File: config.mk
export PLATFORM = sky130hd
export DESIGN_NAME = store_unit_flat
export DESIGN_NICKNAME = d
export VERILOG_FILES = /design/src/rtl/store_unit_if.sv /design/src/rtl/store_unit.sv /design/src/flat_wrapper.sv
export SDC_FILE = /design/constraint.sdc
export NUM_CORES = 1
export LEC_CHECK = 0
export ABC_CLOCK_PERIOD_IN_PS = 1520
export BUFFER_PORTS_ARGS = -buffer_cell sky130_fd_sc_hd__buf_2
export CAP_MARGIN = 15
export CORE_MARGIN = 2
export CORE_UTILIZATION = 45
export DETAILED_ROUTE_END_ITERATION = 16
export PLACE_DENSITY_LB_ADDON = 0.12
export SYNTH_ARGS = -nofsm -noshare
export SYNTH_HDL_FRONTEND = slang
export SYNTH_SLANG_ARGS = --single-unit
File: constraint.sdc
create_clock -name clk -period 1.52 [get_ports clk]
set_clock_uncertainty 0.05 [all_clocks]
set_input_delay 0.152 -clock clk [delete_from_list [all_inputs] [get_ports clk]]
set_output_delay 0.152 -clock clk [all_outputs]
set_load 0.02 [all_outputs]
File: src/rtl/store_unit_if.sv
// rtl/store_unit_if.sv - store port and data-memory write port bundle for store_unit
interface store_unit_if #(
  parameter int ADDR_W = 32
);
  logic              st_valid;
  logic [1:0]        st_size;
  logic [ADDR_W-1:0] st_addr;
  logic [31:0]       st_data;
  logic              st_ready;
  logic              stall;
  logic              mem_req;
  logic [ADDR_W-1:0] mem_addr;
  logic [31:0]       mem_wdata;
  logic [3:0]        mem_be;
  logic              mem_ack;
  logic              misalign;

  modport master (
    output st_valid, st_size, st_addr, st_data, mem_ack,
    input  st_ready, stall, mem_req, mem_addr, mem_wdata, mem_be, misalign
  );

  modport slave (
    input  st_valid, st_size, st_addr, st_data, mem_ack,
    output st_ready, stall, mem_req, mem_addr, mem_wdata, mem_be, misalign
  );
endinterface

File: src/rtl/store_unit.sv
// rtl/store_unit.sv - packs core stores into word-aligned byte-enabled memory writes
// Optional misaligned-store trap enabled by defining STORE_MISALIGN_TRAP_EN.
module store_unit #(
  parameter int ADDR_W = 32
) (
  input logic        clk,
  input logic        rst,
  store_unit_if.slave bus
);
  typedef enum logic {IDLE, REQ} state_t;

  state_t            state;
  logic              req_q;
  logic [ADDR_W-1:0] addr_q;
  logic [31:0]       wdata_q;
  logic [3:0]        be_q;

  logic              ready;
  logic              accept;
  logic              drop;
  logic              mis;
  logic [ADDR_W-1:0] pk_addr;
  logic [31:0]       pk_wdata;
  logic [3:0]        pk_be;

  assign ready  = (state == IDLE) | bus.mem_ack;
  assign accept = bus.st_valid & ready;

  assign bus.st_ready  = ready;
  assign bus.stall     = bus.st_valid & ~ready;
  assign bus.mem_req   = req_q;
  assign bus.mem_addr  = addr_q;
  assign bus.mem_wdata = wdata_q;
  assign bus.mem_be    = be_q;

`ifdef STORE_MISALIGN_TRAP_EN
  logic mis_q;

  always_comb begin
    mis = 1'b0;
    case (bus.st_size)
      2'b01:   mis = bus.st_addr[0];
      2'b10:   mis = (bus.st_addr[1:0] != 2'b00);
      default: mis = 1'b0;
    endcase
  end

  always_ff @(posedge clk) begin
    if (rst) mis_q <= 1'b0;
    else     mis_q <= accept & mis;
  end

  assign bus.misalign = mis_q;
`else
  assign mis          = 1'b0;
  assign bus.misalign = 1'b0;
`endif

  // Reserved size and trapped misaligned stores are consumed without a write.
  assign drop = (bus.st_size == 2'b11) | mis;

  always_comb begin
    pk_addr  = {bus.st_addr[ADDR_W-1:2], 2'b00};
    pk_wdata = bus.st_data;
    pk_be    = 4'b1111;
    case (bus.st_size)
      2'b00: begin
        pk_wdata = {4{bus.st_data[7:0]}};
        pk_be    = 4'b0001 << bus.st_addr[1:0];
      end
      2'b01: begin
        pk_wdata = {2{bus.st_data[15:0]}};
        pk_be    = bus.st_addr[1] ? 4'b1100 : 4'b0011;
      end
      default: begin
        pk_wdata = bus.st_data;
        pk_be    = 4'b1111;
      end
    endcase
  end

  always_ff @(posedge clk) begin
    if (rst) begin
      state   <= IDLE;
      req_q   <= 1'b0;
      addr_q  <= '0;
      wdata_q <= '0;
      be_q    <= 4'b0000;
    end else begin
      case (state)
        IDLE: begin
          if (accept && !drop) begin
            state   <= REQ;
            req_q   <= 1'b1;
            addr_q  <= pk_addr;
            wdata_q <= pk_wdata;
            be_q    <= pk_be;
          end
        end
        REQ: begin
          // Outputs hold until the memory acks; a same-cycle store chains directly.
          if (bus.mem_ack) begin
            if (accept && !drop) begin
              state   <= REQ;
              req_q   <= 1'b1;
              addr_q  <= pk_addr;
              wdata_q <= pk_wdata;
              be_q    <= pk_be;
            end else begin
              state <= IDLE;
              req_q <= 1'b0;
              be_q  <= 4'b0000;
            end
          end
        end
        default: begin
          state <= IDLE;
          req_q <= 1'b0;
          be_q  <= 4'b0000;
        end
      endcase
    end
  end
endmodule
File: src/flat_wrapper.sv
// flat-port wrapper written by rule: the top's interface ports become plain ports
module store_unit_flat 
#(
  parameter int ADDR_W = 32
)
  (clk, rst, bus_st_valid, bus_st_size, bus_st_addr, bus_st_data, bus_mem_ack, bus_st_ready, bus_stall, bus_mem_req, bus_mem_addr, bus_mem_wdata, bus_mem_be, bus_misalign);
  store_unit_if #(.ADDR_W(ADDR_W)) bus_i ();
  input logic clk;
  input logic rst;
  input wire logic [$bits(bus_i.st_valid)-1:0] bus_st_valid;
  input wire logic [$bits(bus_i.st_size)-1:0] bus_st_size;
  input wire logic [$bits(bus_i.st_addr)-1:0] bus_st_addr;
  input wire logic [$bits(bus_i.st_data)-1:0] bus_st_data;
  input wire logic [$bits(bus_i.mem_ack)-1:0] bus_mem_ack;
  output wire logic [$bits(bus_i.st_ready)-1:0] bus_st_ready;
  output wire logic [$bits(bus_i.stall)-1:0] bus_stall;
  output wire logic [$bits(bus_i.mem_req)-1:0] bus_mem_req;
  output wire logic [$bits(bus_i.mem_addr)-1:0] bus_mem_addr;
  output wire logic [$bits(bus_i.mem_wdata)-1:0] bus_mem_wdata;
  output wire logic [$bits(bus_i.mem_be)-1:0] bus_mem_be;
  output wire logic [$bits(bus_i.misalign)-1:0] bus_misalign;
  assign bus_i.st_valid = bus_st_valid;
  assign bus_i.st_size = bus_st_size;
  assign bus_i.st_addr = bus_st_addr;
  assign bus_i.st_data = bus_st_data;
  assign bus_i.mem_ack = bus_mem_ack;
  assign bus_st_ready = bus_i.st_ready;
  assign bus_stall = bus_i.stall;
  assign bus_mem_req = bus_i.mem_req;
  assign bus_mem_addr = bus_i.mem_addr;
  assign bus_mem_wdata = bus_i.mem_wdata;
  assign bus_mem_be = bus_i.mem_be;
  assign bus_misalign = bus_i.misalign;
  store_unit #(.ADDR_W(ADDR_W)) u_core (.clk(clk), .rst(rst), .bus(bus_i));
endmodule
# After elaboration in Yosys (flattened, before gate mapping)
# Cells that the tools add are included.
totals:
  reg_bits: 70
  in_bits: 70
  out_inout_bits: 72
  wordCells: 38
op_classes:
  n_eq_ne: 4
  shift: 1
  mux: 19
  n_bitwise: 5
  reduce_logical: 4
op_table:
  columns: ["operator", "n"]
  rows:
  - ["32-bit case mux with 2 select lines", 3]
  - ["32-bit two-way mux", 4]
  - ["4-bit two-way mux", 4]
  - ["4-bit case mux with 2 select lines", 2]
  - ["1-bit two-way mux", 4]
  - ["2-bit != test (second input constant)", 2]
  - ["1-bit case mux with 2 select lines", 2]
  - ["1-bit by 2-bit left shift with 4-bit output (first input constant)", 1]
  - ["1-bit bitwise AND", 2]
  - ["2-bit by 1-bit == test with 1-bit output (second input constant)", 1]
  - ["2-bit == test (second input constant)", 1]
  - ["2-bit zero test", 1]
  - ["1-bit NOT", 2]
  - ["2-bit AND reduction", 1]
  - ["1-bit logical AND", 1]
  - ["1-bit zero test", 1]
  - ["1-bit OR", 1]

# Depth between registers and ports, before layout
# Gate-level depths: netlist of the first run.
depth:
  depth_word: 7
  depth_mapped: 6
  ltp_nobuf: 4

# Worst setup path after synthesis of the first run
# Ideal clock, no wire load.
synth_path:
  path_kind: "reg2reg"
  from: "register u_core.state"
  to: "register u_core.wdata_q[10] (netlist: u_core.bus.mem_wdata[10])"
  setup_ps: 88
  t_arrival_ps: 1235
  required_ps: 1382
  path_slack_ps: 147
  path_stages_with_launch: 7
  path_buffers: 2
  period_less_slack_ps: 1373
  cell_sequence: "dfxtp_1 nand2b_1 nor2b_2 buf_6 buf_6 nor2_1 a311oi_2"
synth_between:
  elab_chain_len: 7
  elab_cells_between_ends: 8
  cone_classes: "eq/ne: 1; mux: 3; bitwise: 3; reduce/logical: 1"
synth_rtl:
  columns: ["item", "line", "rtl"]
  rows:
  - ["from (decl)", "store_unit.sv:12", "state_t state;"]
  - ["from (signal assigned)", "store_unit.sv:84", "state <= IDLE;"]
  - ["from (signal assigned)", "store_unit.sv:93", "state <= REQ;"]
  - ["from (signal assigned)", "store_unit.sv:104", "state <= REQ;"]
  - ["1-bit NOT (*)", "store_unit.sv:26", "assign ready = (state == IDLE) | bus.mem_ack;"]
  - ["1-bit OR (*)", "store_unit.sv:26", null]
  - ["via bus_st_ready", "flat_wrapper.sv:15", "output wire logic [$bits(bus_i.st_ready)-1:0] bus_st_ready;"]
  - ["1-bit bitwise AND (*)", "store_unit.sv:27", "assign accept = bus.st_valid & ready;"]
  - ["1-bit logical AND (*)", "store_unit.sv:92, store_unit.sv:103", null]
  - ["32-bit two-way mux (*)", null, null]
  - ["32-bit two-way mux", null, null]
  - ["32-bit case mux with 2 select lines (*)", "store_unit.sv:90", "case (state)"]
  - ["to (signal assigned)", "store_unit.sv:96", "wdata_q <= pk_wdata;"]
  - ["to (signal assigned)", "store_unit.sv:107", "wdata_q <= pk_wdata;"]
  - ["to (decl)", "store_unit.sv:15", "logic [31:0] wdata_q;"]
# The timed path passes the listed nets; every way through them passes the cells marked *. The select of a mux whose other input is x is not followed.
# A chain may end at the register's enable or synchronous reset.

# Worst setup path in the final report of the first run
layout_path:
  from: "register u_core.state"
  to: "register u_core.wdata_q[20] (netlist: u_core.bus.mem_wdata[20])"
layout_between:
  elab_chain_len: 7
  elab_cells_between_ends: 8
  cone_classes: "eq/ne: 1; mux: 3; bitwise: 3; reduce/logical: 1"
layout_rtl:
  columns: ["item", "line"]
  rows:
  - ["1-bit NOT", "store_unit.sv:26, store_unit.sv:90"]
  - ["1-bit OR", "store_unit.sv:26"]
  - ["1-bit bitwise AND", "store_unit.sv:27"]
  - ["1-bit logical AND", "store_unit.sv:92, store_unit.sv:103"]
  - ["32-bit two-way mux (2 in series)", null]
  - ["32-bit case mux with 2 select lines", "store_unit.sv:90"]
# Parallel ways exist; a longest one is shown, timed or not. The select of a mux whose other input is x is not followed.

==> summary.md, run 1 <==
| Metric | Value |
|---|---|
| Status | `completed` |
| Worst-path clk slew | `around 70 ps` |
| Final GP Congestion | `between 0.7 and 0.8` |
| Slowest stage cell, crit path | `dfxtp_1` |
| Buffers and inverters on the worst path | `1` |
| Max Slew Vio Count | `0` |
| Ys flop type | `dfxtp_1` |
| Layout net count | `565` |
| Die Ht | `82.7 um` |
| Data arrival, critical path | `approximately 1600 ps` |
| Crit path max fanout | `59` |
| Place WS | `76.4 ps` |
| First-pass GRT wire length | `11.6 mm` |
| Commonest non-fill, non-tap cell in the layout | `buf_2` |
| Worst path cell trace | `nand2b_1 -> nor2b_4 -> buf_12 -> nor2_1 -> a211oi_1` |
| Die area | `0.00684 sq mm` |
| Insertion delay to the later sink of the worst-skew pair | `330 ps` |
| Core ar. | `~0.0060 sq mm` |
| Design Area, Final | `0.00393 sq mm` |
| Routed len/inst | `13.3 um` |
| Crit path max-delay family | `simple AND/OR/NAND/NOR gates` |
| Power per standard cell area | `1040 mW/mm^2` |
| # diodes | `0` |
| # H-tree levels | `3` |
| Syn_area_per_cell | `8.20 sq um` |
| Cts repair resizes | `0` |
| DRT antenna net count | `0` |
| RSZ-0062 raised after global routing | `no` |
| Die X | `approximately 83 um` |
| Num CTS Buffers | `9` |
| Initial DRT Pass Iterations | `4` |
| Setup_tns | `0 ps` |
| Routed vias/inst | `5.02` |
| I/O Pins | `142` |
| Crit end category | `register` |
| Synth async-reset ratio | `0%` |
| GRT Overall Usage | `between 20% and 30%` |
| Critical Path Source Type | `register` |
| Flops & latches, synth | `68` |
| Maxcap violations | `0` |
| Final worst path period share | `90.8%` |
| Lkg Pwr | `1.87 nW` |
| Clk sink count | `68` |
| Setup WS post-layout | `between 100 and 150 ps` |
| Area grow syn2layout | `40.8%` |
| Starting Density | `46.8%` |
| Initial antenna violation count | `0` |
| Synth top area share | `roughly half` |
| Critical setup path kind | `register to register` |
| Placement Cell Area | `0.00353 sq mm` |
| Number of global-route vias before repair | `2653` |
| Most frequent cells in the layout | `buf_2, nand2_1, dfxtp_1` |
| Cell area after synthesis | `0.00279 sq mm` |
| Post-synthesis sequential area ratio | `approximately half` |
| Min-delay worst type | `primary input to register` |
| Synth warn | `0` |
| Crit path largest cell delay | `320 ps` |
| Layout cells sized above 1 | `about a third` |
| Routed WL | `7.65 mm` |
| Largest cells by area after synthesis | `dfxtp_1, nand2_1, a21oi_1, mux2i_1, a311oi_2` |
| CTS tree | `built` |
| Longest Clk Path Bufs | `2` |
| Maximum vdd ir drop | `0.588 mV` |
| Cell variety after synth | `22` |
| DRC viols | `0` |
| Minimum clock period | `1380 ps` |
| Mapped Cells | `340` |
| Largest net degree at the start of global routing | `60` |
| Input/output buffers | `138` |
| Total power draw | `4.07 mW` |
| Total grt overflow | `0` |
| EDFF count, synth | `0` |
| Fmax | `0.725 GHz` |
| CTS root buffer | `clkbuf_8` |
| Final setup fails | `0` |
| Data required time of the worst path | `1690 ps` |
| Endpoints failing hold | `0` |
| Site row count | `28` |
| Area leader, netlist | `dfxtp_1` |
| Detailed Place HPWL | `5.24 mm` |
| Iter 0 DRT Violations | `99` |
| DR vias | `approximately 2900` |
==> synthesized netlist by cell type, drive strengths merged (2+ instances only) <==
cell and number:
nand2 102, a211oi 8, nand2b 2, a21oi 53
o211ai 8, dfxtp 68, a311oi 8, nor2 20
nor2b 2, mux2i 16, o21ai 12, buf 23
inv 3, nand3 4, clkbuf 8
==> final timing paths <==
path	start	end	slack [ps]	cells past startpoint
max	u_core.state	u_core.bus.mem_wdata[20]	140	5
min	bus_st_addr[24]	u_core.bus.mem_addr[24]	10	3
max reg2reg	u_core.state	u_core.bus.mem_wdata[20]	140	5
min reg2reg	u_core.bus.mem_addr[8]	u_core.bus.mem_addr[8]	400	2
==> flip-flops by register name, indices dropped and copies added (netlist names) <==
name	count
u_core.state	1
u_core.bus.mem_req	1
u_core.bus.mem_addr	30
u_core.bus.mem_wdata	32
u_core.bus.mem_be	4
==> repair_timing <==
| action | CTS | global route |
|---|---|---|
| endpoints found under the hold margin | 23 | 0 |
| setup endpoints to repair | 0 | 0 |
| hold buffers | 23 | 0 |
| setup buffers | 0 | 0 |
==> routing by layer <==
| layer | vias up | share of wire [%] | track usage (%) |
|---|---|---|---|
| met1 | 1315 | 43 | 25.6 |
| met5 | - | 0 | 0 |
| met3 | 16 | 8.2 | 6.96 |
| met4 | 0 | 2.0 | 10.8 |
| li1 | 1446 | - | - |
| met2 | 102 | 47 | 37.7 |
==> worst register-to-register path, delay by kind of cell, from the launching register on <==
kind,cells,cell delay (ps)
and+or+nand+nor,3,370
DFF,1,320
AOI/OAI and AO/OA,1,290
buffers and inverters,1,260
==> where the power goes <==
group / switching [mW] / internal (mW)
Clock: 0.614 / 0.668
Combinational: 0.495 / 0.333
Sequential: 0.0556 / 1.90
Total: 1.16 / 2.90
==> area by class of cell <==
type                            count  area (sq um)
Multi-Input combinational cell    240          1250
Clock inverter                      2          10.0
Sequential cell                    68          1360
Clock buffer                       13           159
Tap cell                           75          93.8
Timing Repair Buffer              173          1040
Fill cell                         542          2030
Inverter                            3          11.3
==> per-stage QoR <==
| stage | hold slack (ps) | utilization [%] | cells |
|---|---|---|---|
| 5_1_grt | 4.08 | 65.9 | 574 |
| 3_3_place_gp | 342 | 59.2 | 536 |
| 2_1_floorplan | 238 | - | 342 |
| 3_5_place_dp | 348 | 59.2 | 536 |
| 6_report | 11.3 | 65.9 | 574 |
| 4_1_cts | 0.118 | 65.9 | 574 |
==> cell families after synthesis <==
group | Yosys count | share of synthesized area [%]
buffers and inverters | 34 | 6.73
and+or+nand+nor | 130 | 18.1
DFF | 68 | 48.8
other | 1 | 0.134
AOI/OAI and AO/OA | 91 | 20.5
muxes | 16 | 5.74
(Power assumes the default switching activity.)
==> run 2: changes to the inputs <==
--- a/config.mk
+++ b/config.mk
@@ -6,7 +6,7 @@
 export NUM_CORES = 1
 export LEC_CHECK = 0
 export ABC_CLOCK_PERIOD_IN_PS = 1520
-export BUFFER_PORTS_ARGS = -buffer_cell sky130_fd_sc_hd__buf_2
+export BUFFER_PORTS_ARGS = -buffer_cell sky130_fd_sc_hd__buf_4
 export CAP_MARGIN = 15
 export CORE_MARGIN = 2
 export CORE_UTILIZATION = 45
==> run 2 against run 1 <==
Clock power grew 12%. Via count shrank 2.7%. Routed wire length grew 0.98%. Sequential share of layout area shrank 1.1 points. Worst hold slack is essentially flat. First-iteration DRC count grew 73%. Final area grew 3.3%. Critical path type unchanged.
==> summary.md, run 2 (synthesis results as in run 1) <==
| Metric | Value |
|---|---|
| Worst-path clk slew | `80 ps` |
| Buffers and inverters on the worst path | `1` |
| Die area | `0.00684 sq mm` |
| Maximum vdd ir drop | `~0.6 mV` |
| Crit end category | `register` |
| Routed WL | `a little under 8 mm` |
| Switching Share | `28.1%` |
| Max reg flops | `32` |
| GRT Overall Usage | `around 22%` |
| Data arrival, critical path | `1600 ps` |
| Min-delay worst type | `primary input to register` |
| Initial DRT Pass Iterations | `5` |
| Sw power | `approximately 1.2 mW` |
| Largest net degree at the start of global routing | `43` |
| R2R setup slack | `130 ps` |
| Reg2reg start | `u_core.state` |
| Longest Clk Path Bufs | `2` |
| GR Layer Usage met3 | `6.85%` |
| Layout net count | `~540` |
| Crit path largest cell delay | `310 ps` |
| Most used routing layer | `met2` |
| Total grt overflow | `0` |
| RSZ-0062 raised after global routing | `no` |
| Final worst path period share | `91.7%` |
| Filler instances | `517` |
| Routed vias/inst | `a little over 5` |
| Setup_tns | `0 ps` |
| First-pass GRT wire length | `11.6 mm` |
| Placement Cell Area | `between 0.003 and 0.004 sq mm` |
| Endpoints failing hold | `0` |
| CTS tree | `built` |
| Logic pwr share | `20.8%` |
| Site row count | `28` |
| # diodes | `0` |
| Clk sink count | `68` |
| Core ar. | `0.00596 sq mm` |
| DRT antenna net count | `0` |
| Fmax | `0.718 GHz` |
| Place WS | `between 100 and 150 ps` |
| # H-tree levels | `3` |
| DRC viols | `0` |
| Critical setup path kind | `register to register` |
| I/O Pins | `between 100 and 150` |
| Internal Power | `3.09 mW` |
| Setup WS post-layout | `127 ps` |
| Hold Crit Depth | `3` |
| Lkg Pwr | `1.84 nW` |
| Insertion delay to the later sink of the worst-skew pair | `around 320 ps` |
| Power per standard cell area | `1060 mW/mm^2` |
| Worst path cell trace | `nand2b_1 -> nor2b_4 -> buf_4 -> o211ai_1 -> a21oi_1` |
| Slowest stage cell, crit path | `dfxtp_1` |
| Routed len/inst | `14.1 um` |
| Data required time of the worst path | `1730 ps` |
| Design Area, Final | `0.00406 sq mm` |
| Crit path max-delay family | `simple AND/OR/NAND/NOR gates` |
| GRT met1 Usage | `28.7%` |
| Detailed Place HPWL | `5.57 mm` |
| Initial antenna violation count | `0` |
| Total power draw | `4.30 mW` |
| Clock Power Share | `33.5%` |
| Commonest non-fill, non-tap cell in the layout | `buf_4` |
| CP startpoint | `u_core.state` |
| Input/output buffers | `138` |
| CTS root buffer | `clkbuf_8` |
| Area grow syn2layout | `45.4%` |
| Minimum clock period | `1390 ps` |
| Max Slew Vio Count | `0` |
| Layout cells sized above 1 | `36.2%` |
| Iter 0 DRT Violations | `~170` |
| Cts repair resizes | `0` |
| Crit path max fanout | `24` |
| Post-CTS Hold Buffers | `0` |
| Num CTS Buffers | `9` |
| Number of global-route vias before repair | `~2500` |
| Met2 Use GR | `35.1%` |
| Critical path depth | `5` |
| DR vias | `2801` |
| Most frequent cells in the layout | `buf_4, nand2_1, dfxtp_1` |
| Final GP Congestion | `roughly 0.8` |
| Status | `completed` |
| Starting Density | `46.8%` |
| R2r worst-path depth | `5` |
| Maxcap violations | `0` |
| Hold_sp | `bus_st_addr[11]` |
| Die Ht | `around 83 um` |
| Die X | `82.7 um` |
| Critical Path Source Type | `register` |
| Final core utilization | `between 60% and 70%` |
| Final setup fails | `0` |
| Flop pwr share | `45.7%` |
| Setup bufs post-CTS | `0` |
## run 2: cell types whose count changed in the layout (fill, tap and decap cells not counted)
cell           previous run  this run
buf_2                   138         0
buf_4                    10       147
bufinv_16                 0         1
clkbuf_1                  2         0
clkbuf_8                 11        10
clkinv_2                  2         3
clkinvlp_4                0         1
dlygate4sd3_1            23         0
## run 2: worst paths after layout
kind                               to
max          u_core.bus.mem_wdata[24]
min           u_core.bus.mem_addr[11]
max reg2reg  u_core.bus.mem_wdata[24]
min reg2reg   u_core.bus.mem_addr[14]
## run 2: metal layers
layer  vias up  part of all wire, %
met5         -                    0
met4         0                  2.0
met3        15                  8.9
met2        98                   47
met1      1287                   43
li1       1401                    -
## run 2: cell type report
type	instances	area, sq um	area share [%]
Clock buffer	10	138	3.39
Tap cell	75	93.8	2.31
Sequential cell	68	1360	33.6
Clock inverter	5	52.6	1.30
Inverter	3	11.3	0.278
Timing Repair Buffer	149	1140	28.2
Multi-Input combinational cell	240	1250	30.9
## run 2: worst reg2reg max path, delay by kind of cell, from the launching register on
| kind | cells | cell delay, ps |
|---|---|---|
| AOI/OAI and AO/OA | 2 | 280 |
| buffers and inverters | 1 | 280 |
| DFF | 1 | 310 |
| and+or+nand+nor | 2 | 400 |
## run 2: per-stage QoR
step / std cells / hold WS [ps]
finish: 550 / 11.0
global route: 550 / 1.92
CTS: 550 / 1.55
detailed placement: 535 / 359
global placement: 535 / 348
floorplan: 342 / 238
## run 2: power groups by stage
stage          Sequential [mW]  Combinational [mW]  Clock, mW
6_report                  1.96               0.896       1.44
5_1_grt                   1.98               0.971       1.55
4_1_cts                   1.97               0.903       1.48
2_1_floorplan             2.14               0.348          0
3_5_place_dp              2.00               0.901          0
3_3_place_gp              2.00               0.886          0
